## config.mk

```make
export PLATFORM = sky130hd
export DESIGN_NAME = imem_loader_flat
export DESIGN_NICKNAME = d
export VERILOG_FILES = /design/src/rtl/imem_loader_if.sv /design/src/rtl/imem_loader.sv /design/src/flat_wrapper.sv
export SDC_FILE = /design/constraint.sdc
export NUM_CORES = 1
export LEC_CHECK = 0
export ABC_AREA = 1
export BUFFER_PORTS_ARGS = -buffer_cell sky130_fd_sc_hd__clkbuf_2
export CAP_MARGIN = 20
export CORE_MARGIN = 5
export CORE_UTILIZATION = 55
export CTS_CLUSTER_SIZE = 28
export DETAILED_ROUTE_END_ITERATION = 6
export GPL_TIMING_DRIVEN = 0
export MAX_ROUTING_LAYER = met4
export PLACE_DENSITY = 0.77
export SLEW_MARGIN = 40
export SYNTH_ARGS = -nofsm -noshare
export SYNTH_HDL_FRONTEND = slang
export SYNTH_SLANG_ARGS = --single-unit
```

## constraint.sdc

```tcl
create_clock -name clk -period 2.1 [get_ports clk]
set_clock_uncertainty 0.1 [all_clocks]
set_input_delay 0.315 -clock clk [delete_from_list [all_inputs] [get_ports clk]]
set_output_delay 0.315 -clock clk [all_outputs]
set_load 0.02 [all_outputs]
```

## src/rtl/imem_loader_if.sv

```systemverilog
// Byte-stream / instruction-memory write bus for imem_loader.
// The slave modport is the loader side; the master modport is the byte source
// and memory/CPU side that talks to it.
interface imem_loader_if #(
    parameter int ADDR_W = 31
);
    logic [7:0]        rx_data;
    logic              rx_valid;
    logic              rx_ready;
    logic              wr_en;
    logic [ADDR_W-1:0] wr_addr;
    logic [31:0]       wr_data;
    logic              cpu_hold;
    logic              done;
    logic              error;

    modport master (
        output rx_data, rx_valid,
        input  rx_ready, wr_en, wr_addr, wr_data, cpu_hold, done, error
    );

    modport slave (
        input  rx_data, rx_valid,
        output rx_ready, wr_en, wr_addr, wr_data, cpu_hold, done, error
    );
endinterface

```

## src/rtl/imem_loader.sv

```systemverilog
// Boot-time instruction memory loader.
// Receives a 16-bit word count (MSB byte first) followed by that many 32-bit
// words (MSB byte first) and writes them to word-aligned addresses 0,4,8,...
// The CPU is held until the whole image has been written.
// Optional feature macro: IMEM_LOADER_CHECKSUM_EN adds a trailing XOR checksum
// byte that must match all data bytes before the CPU is released.
module imem_loader #(
    parameter int DEPTH  = 256,
    parameter int ADDR_W = 31
) (
    input  logic          clk,
    input  logic          reset,
    imem_loader_if.slave  bus
);

`ifdef IMEM_LOADER_CHECKSUM_EN
    typedef enum logic [2:0] {LEN_HI, LEN_LO, DATA, DRAIN, CHK, DONE, ERR} state_t;
`else
    typedef enum logic [2:0] {LEN_HI, LEN_LO, DATA, DRAIN, DONE, ERR} state_t;
`endif

    localparam logic [16:0] DEPTH_L = 17'(DEPTH);

    state_t            state;
    state_t            next_state;
    logic [15:0]       n_words;
    logic [15:0]       len_full;
    logic [15:0]       word_idx;
    logic [1:0]        byte_cnt;
    logic [31:0]       asm_word;
    logic              ready;
    logic              accept;
    logic              last_word;
    logic              wr_en;
    logic [ADDR_W-1:0] wr_addr;
    logic [31:0]       wr_data;
`ifdef IMEM_LOADER_CHECKSUM_EN
    logic [7:0]        csum;
`endif

    // Byte acceptance is refused during the reset cycle itself.
`ifdef IMEM_LOADER_CHECKSUM_EN
    assign ready = reset && (state == LEN_HI || state == LEN_LO ||
                             state == DATA   || state == CHK);
`else
    assign ready = reset && (state == LEN_HI || state == LEN_LO || state == DATA);
`endif

    assign accept    = bus.rx_valid && ready;
    assign len_full  = {n_words[15:8], bus.rx_data};
    assign last_word = (word_idx == n_words - 16'd1);

    assign bus.rx_ready = ready;
    assign bus.wr_en    = wr_en;
    assign bus.wr_addr  = wr_addr;
    assign bus.wr_data  = wr_data;
    assign bus.done     = (state == DONE);
    assign bus.error    = (state == ERR);
    assign bus.cpu_hold = (state != DONE);

    // State register.
    always_ff @(posedge clk) begin
        if (!reset) state <= LEN_HI;
        else        state <= next_state;
    end

    // Next-state decode; DONE and ERR are terminal until reset.
    always_comb begin
        next_state = state;
        case (state)
            LEN_HI: if (accept) next_state = LEN_LO;
            LEN_LO: begin
                if (accept) begin
                    if (len_full == 16'd0)                next_state = DRAIN;
                    else if ({1'b0, len_full} > DEPTH_L)  next_state = ERR;
                    else                                  next_state = DATA;
                end
            end
            DATA: if (accept && byte_cnt == 2'd3 && last_word) next_state = DRAIN;
`ifdef IMEM_LOADER_CHECKSUM_EN
            DRAIN: next_state = CHK;
            CHK: begin
                if (accept) next_state = (bus.rx_data == csum) ? DONE : ERR;
            end
`else
            DRAIN: next_state = DONE;
`endif
            default: next_state = state;
        endcase
    end

    // Length capture, word assembly and the registered memory write port.
    always_ff @(posedge clk) begin
        if (!reset) begin
            n_words  <= 16'd0;
            word_idx <= 16'd0;
            byte_cnt <= 2'd0;
            asm_word <= 32'd0;
            wr_en    <= 1'b0;
            wr_addr  <= '0;
            wr_data  <= 32'd0;
`ifdef IMEM_LOADER_CHECKSUM_EN
            csum     <= 8'd0;
`endif
        end else begin
            wr_en <= 1'b0;
            if (accept) begin
                case (state)
                    LEN_HI: n_words[15:8] <= bus.rx_data;
                    LEN_LO: n_words[7:0]  <= bus.rx_data;
                    DATA: begin
                        asm_word <= {asm_word[23:0], bus.rx_data};
                        byte_cnt <= byte_cnt + 2'd1;
`ifdef IMEM_LOADER_CHECKSUM_EN
                        csum     <= csum ^ bus.rx_data;
`endif
                        if (byte_cnt == 2'd3) begin
                            wr_en    <= 1'b1;
                            wr_data  <= {asm_word[23:0], bus.rx_data};
                            wr_addr  <= ADDR_W'({word_idx, 2'b00});
                            word_idx <= word_idx + 16'd1;
                        end
                    end
                    default: ;
                endcase
            end
        end
    end

endmodule

```

## src/flat_wrapper.sv

```systemverilog
// flat-port wrapper written by rule: the top's interface ports become plain ports
module imem_loader_flat 
#(
    parameter int DEPTH  = 256,
    parameter int ADDR_W = 31
)
  (clk, reset, bus_rx_data, bus_rx_valid, bus_rx_ready, bus_wr_en, bus_wr_addr, bus_wr_data, bus_cpu_hold, bus_done, bus_error);
  imem_loader_if #(.ADDR_W(ADDR_W)) bus_i ();
  input  logic clk;
  input  logic reset;
  input wire logic [$bits(bus_i.rx_data)-1:0] bus_rx_data;
  input wire logic [$bits(bus_i.rx_valid)-1:0] bus_rx_valid;
  output wire logic [$bits(bus_i.rx_ready)-1:0] bus_rx_ready;
  output wire logic [$bits(bus_i.wr_en)-1:0] bus_wr_en;
  output wire logic [$bits(bus_i.wr_addr)-1:0] bus_wr_addr;
  output wire logic [$bits(bus_i.wr_data)-1:0] bus_wr_data;
  output wire logic [$bits(bus_i.cpu_hold)-1:0] bus_cpu_hold;
  output wire logic [$bits(bus_i.done)-1:0] bus_done;
  output wire logic [$bits(bus_i.error)-1:0] bus_error;
  assign bus_i.rx_data = bus_rx_data;
  assign bus_i.rx_valid = bus_rx_valid;
  assign bus_rx_ready = bus_i.rx_ready;
  assign bus_wr_en = bus_i.wr_en;
  assign bus_wr_addr = bus_i.wr_addr;
  assign bus_wr_data = bus_i.wr_data;
  assign bus_cpu_hold = bus_i.cpu_hold;
  assign bus_done = bus_i.done;
  assign bus_error = bus_i.error;
  imem_loader #(.DEPTH(DEPTH), .ADDR_W(ADDR_W)) u_core (.clk(clk), .reset(reset), .bus(bus_i));
endmodule
```

# Word-level counts from Yosys, hierarchy flattened
# Cells that the tools add are included.
# word_totals
regBits,110
inputBits,11
out_inout_bits,68
wordCells,46
# classes
addsub,3
n_lt_le_gt_ge,1
eq_ne,11
muxes,7
reduce_logical,15
# ops
cell,count
16-bit by 1-bit adder with 16-bit output (second input constant),1
16-bit == test,1
16-bit by 9-bit greater-than comparator with 1-bit output (second input constant),1
16-bit zero test,1
16-bit by 1-bit subtractor with 16-bit output (second input constant),1
3-bit 2-to-1 mux,5
3-bit case mux with 4 select lines,1
3-bit by 2-bit == test with 1-bit output (second input constant),2
3-bit == test (second input constant),2
2-bit AND reduction,3
3-bit AND reduction,2
1-bit logical AND,4
2-bit by 1-bit != test with 1-bit output (second input constant),2
4-bit AND reduction,1
4-bit nonzero test,1
3-bit by 1-bit == test with 1-bit output (second input constant),1
3-bit zero test,1
3-bit != test (second input constant),1
2-bit by 1-bit adder with 2-bit output (second input constant),1
2-bit == test (second input constant),1
1-bit logical OR,2
2-bit != test (second input constant),1
1-bit 2-to-1 mux,1

# Longest topological paths before layout
# depth
ltp_word,9
ltp_mapped,15
depth_no_buf,15

# Least setup slack after synthesis
# No wires, ideal clock.
# synth_timing
path_type,reg-to-reg
startpoint,register u_core.n_words[0]
endpoint,register u_core.state[1]
setup_ns,0.115
arrival_ns,1.582
required_ns,1.885
setup_slack_ns,0.303
stages_incl_launch_ff,12
n_path_buf,0
synth_period_minus_slack_ns,1.797
path_cell_list,dfxtp_1 -> inv_1 -> ha_1 -> nand2_1 -> nor2_1 -> nand4_1 -> o21ai_0 -> nor2_1 -> nand3_1 -> nand2_1 -> a21oi_1 -> nor2_1
# synth_between
elab_chain_cells,5
# synth_lines
item,line_no,source
start: declaration,imem_loader.sv:26,logic [15:0] n_words;
start signal: assignment,imem_loader.sv:110,LEN_LO: n_words[7:0] <= bus.rx_data;
16-bit by 1-bit subtractor with 16-bit output,imem_loader.sv:51,assign last_word = (word_idx == n_words - 16'd1);
16-bit == test,imem_loader.sv:51,
1-bit logical AND,imem_loader.sv:79,DATA: if (accept && byte_cnt == 2'd3 && last_word) next_state = DRAIN;
2-bit != test (no source line),-,
4-bit AND reduction (no source line),-,
end signal: assignment,imem_loader.sv:64,else state <= next_state;
end: declaration,imem_loader.sv:24,state_t state;
# Every way passes these cells.
# A chain may end at the register's enable or synchronous reset.

# Worst setup path after layout
# layout_timing
startpoint,input port reset
endpoint,output port bus_rx_ready
# layout_between
elab_chain_cells,1
# layout_lines
item,line_no,source
start: declaration,flat_wrapper.sv:10,input logic reset;
1-bit logical AND,imem_loader.sv:46,assign ready = reset && (state == LEN_HI || state == LEN_LO || state == DATA);
end: declaration,flat_wrapper.sv:13,output wire logic [$bits(bus_i.rx_ready)-1:0] bus_rx_ready;
# Every way passes these cells.

==> impl_metrics.env <==
export IMPL_grt_pass1_vias=4303
export IMPL_htree_levels=3
export IMPL_cts_clk_slew_worst_paths_ns=0.12
export IMPL_nNetsFinal=775
export IMPL_synth_top_area_cell="dfxtp_1"
export IMPL_finalWirelength_mm=13.0
export IMPL_path_buf_inv=5
export IMPL_fillCellCount=786
export IMPL_io_pins=79
export IMPL_period_minus_slack_ns=2.01
export IMPL_fmax_mhz=498
export IMPL_io_buffers=62
export IMPL_dieArea_sq_um=10700
export IMPL_worstPathArrival_ns=1.59
export IMPL_root_buffer="clkbuf_8"
export IMPL_drv_cap=0
export IMPL_dp_hpwl_mm=9.86
export IMPL_worstPathRequired_ns=1.68
export IMPL_ant_nets=0
export IMPL_pre_cts_slack_ns=-0.0606
export IMPL_cp_start_kind="input port"
export IMPL_vdd_drop_max_v=0.000488
export IMPL_viasPerCell=5.37
export IMPL_grt_antenna_before_repair=0
export IMPL_cts_sinks=110
export IMPL_die_h_um=103
export IMPL_syn_area_sq_um=4810
export IMPL_yosysSeqAreaShare_pct=45.8
export IMPL_firstDrtPassIters=4
export IMPL_hold_buffers=0
export IMPL_post_route_period_util_pct=95.7
export IMPL_coreArea_sq_um=8640
export IMPL_overflow=0
export IMPL_finalHoldViolations=0
export IMPL_grt_pass1_wl_mm=20.6
export IMPL_power_w=0.00470
export IMPL_syn_area_per_cell_sq_um=7.16
export IMPL_drc=0
export IMPL_gp_congestion=0.943
export IMPL_diodes=0
export IMPL_crit_type="input port to output port"
export IMPL_ys_seq_elements=110
export IMPL_power_leakage_nw=2.66
export IMPL_cts_tree="built"
export IMPL_instances_no_fill=874
export IMPL_track_usage_pct=25.3
export IMPL_num_vias=4692
export IMPL_drtIter0Drc=320
export IMPL_path_cells="buf_2 > clkbuf_1 > clkbuf_2 > nand2_1 > inv_1 > clkbuf_2"
export IMPL_worst_pin_slew_ns=0.606
export IMPL_p_per_area_nw_per_um2=844
export IMPL_cpPeakStageDelay_ns=0.41
export IMPL_cp_end_kind="output port"
export IMPL_die_w_um=103
export IMPL_slew_headroom_pct=59.6
export IMPL_min_path_type="input port to flip-flop"
export IMPL_synth_top_area_share_pct=45.8
export IMPL_yosys_cell_types_count=33
export IMPL_rsz0062_at_grt="true"
export IMPL_setup_viol=0
export IMPL_drive_gt1_share_pct=16.2
export IMPL_placedCellCount=855
export IMPL_clk_latency_ns=0.38
export IMPL_clockBufferDepth=2
export IMPL_outcome="complete, no violations"
export IMPL_rows=34
export IMPL_synthTopCellsByArea="dfxtp_1, nand2_1, o21ai_0"
export IMPL_yosys_warnings=0
export IMPL_rrSetupSlack_ns=0.12
export IMPL_synthCells=671
export IMPL_wire_per_inst_um=14.8
export IMPL_path_common_cell="clkbuf_2"
export IMPL_slew_viol_final=0
export IMPL_fin_ws_ns=0.0912
export IMPL_crit_fanout=10
export IMPL_grt_max_degree=23
export IMPL_crit_path_top_delay_cell="clkbuf_1"
export IMPL_areaGrowthSynthToFinish_pct=15.9
export IMPL_start_util_pct=55.7
export IMPL_cts_buffers=9
export IMPL_cpLargestDelayFamily="buffers and inverters"
final cells by class:
type / count / area, sq um / share of cell area (%)
plain buffers: 43 / 230 / 4.13
clock buffers: 9 / 124 / 2.22
clock inverters: 7 / 86.3 / 1.55
inverters: 59 / 221 / 3.97
multi-input cells: 473 / 2240 / 40.2
flip-flops and latches: 110 / 2200 / 39.5
well taps: 108 / 135 / 2.43
repair buffers: 65 / 333 / 5.97
cells in the final DEF (no fill, tap or decap), types with 2 or more instances in the layout:
cell type | Yosys | final
o21ai_0 | 83 | 83
xor2_1 | 3 | 3
conb_1 | 1 | 15
nand2_2 | 1 | 2
buf_1 | 2 | 2
nand3_1 | 46 | 46
buf_2 | 7 | 6
clkbuf_1 | 19 | 18
clkbuf_8 | 0 | 9
clkinv_8 | 0 | 2
xnor2_1 | 6 | 6
ha_1 | 3 | 2
dfxtp_1 | 110 | 110
nand4_1 | 4 | 4
nand3b_1 | 3 | 3
nor3_2 | 2 | 2
nor2_1 | 101 | 98
nand2_1 | 124 | 123
inv_1 | 56 | 55
inv_2 | 3 | 4
o21ai_1 | 3 | 3
clkbuf_2 | 0 | 63
buf_4 | 15 | 18
nor2_2 | 1 | 4
clkinv_4 | 0 | 2
nor3_1 | 8 | 8
a21oi_1 | 60 | 60
sequential cells by signal (all words and copies together), names as in the netlist:
register and cells:
u_core.state 3, u_core.bus.wr_addr 16, u_core.bus.wr_data 32, u_core.word_idx 16, u_core.bus.wr_en 1, u_core.asm_word 24, u_core.n_words 16, u_core.byte_cnt 2
what timing repair did:
item | in CTS | in global routing
setup endpoints to repair | 4 | 23
pin swaps | 0 | 2
setup buffers | 0 | 3
gates resized for setup | 2 | 8
gates cloned | 0 | 0
tightest hold or removal path, stage by stage:
cell and delay, ns:
clkbuf_2 0.14, nand2_1 0.08, nand2_1 0.05
per-stage QoR:
stage | hold WS, ns | TNS, ns | area, sq um | utilization, %
floorplan | 0.326 | 0 | 4860 | -
global placement | 0.341 | -0.126 | 5310 | 61.4
detailed placement | 0.358 | -0.206 | 5310 | 61.4
CTS | 0.128 | 0 | 5520 | 63.9
global route | 0.138 | -0.00997 | 5570 | 64.5
finish | 0.138 | 0 | 5570 | 64.5
metal layers:
metal	share of wire, %	track usage, %	vias to the layer above
met3	7.1	3.42	26
met5	0	-	-
met4	2.6	10.3	0
met2	45	38.0	184
met1	45	34.5	2157
li1	-	-	2325
path summary, 6_finish.rpt:
check | from | end | cells past startpoint
worst max-delay path | reset | bus_rx_ready | 6
worst min register to register | u_core.bus.wr_data[21]$_SDFFE_PN0P_ | u_core.bus.wr_data[21]$_SDFFE_PN0P_ | 2
worst max register to register | u_core.word_idx[3]$_SDFFE_PN0P_ | u_core.word_idx[14]$_SDFFE_PN0P_ | 9
worst min-delay path | bus_rx_data[0] | u_core.bus.wr_data[0]$_SDFFE_PN0P_ | 3
where the power goes:
group,switching [W],internal (W)
sequential,0.000116,0.00220
combinational,0.000692,0.000378
clock,0.000835,0.000485
total,0.00164,0.00306
logic make-up (layout without fill, tap and decap cells):
group           after synthesis  after routing  share of synthesized area (%)
flops                       110            110                           45.8
other cells                   1             15                         0.0780
fa+ha+maj                     3              3                          0.781
compound gates              149            149                           15.7
buf+inv                     102            183                           9.32
xor+xnor                      9              9                           1.64
simple gates                297            297                           26.7
synthesized netlist by cell type, drive strengths merged:
| cell | n |
|---|---|
| o21ai | 86 |
| inv | 59 |
| conb | 1 |
| dfxtp | 110 |
| o21a | 1 |
| buf | 24 |
| ha | 3 |
| nor4 | 1 |
| nand3 | 47 |
| nor2 | 104 |
| a211oi | 1 |
| xor2 | 3 |
| xnor2 | 6 |
| nor3b | 1 |
| nand4 | 4 |
| a21oi | 61 |
| nand2 | 126 |
| nor3 | 11 |
| nand3b | 3 |
| clkbuf | 19 |
(Power assumes the default switching activity.)
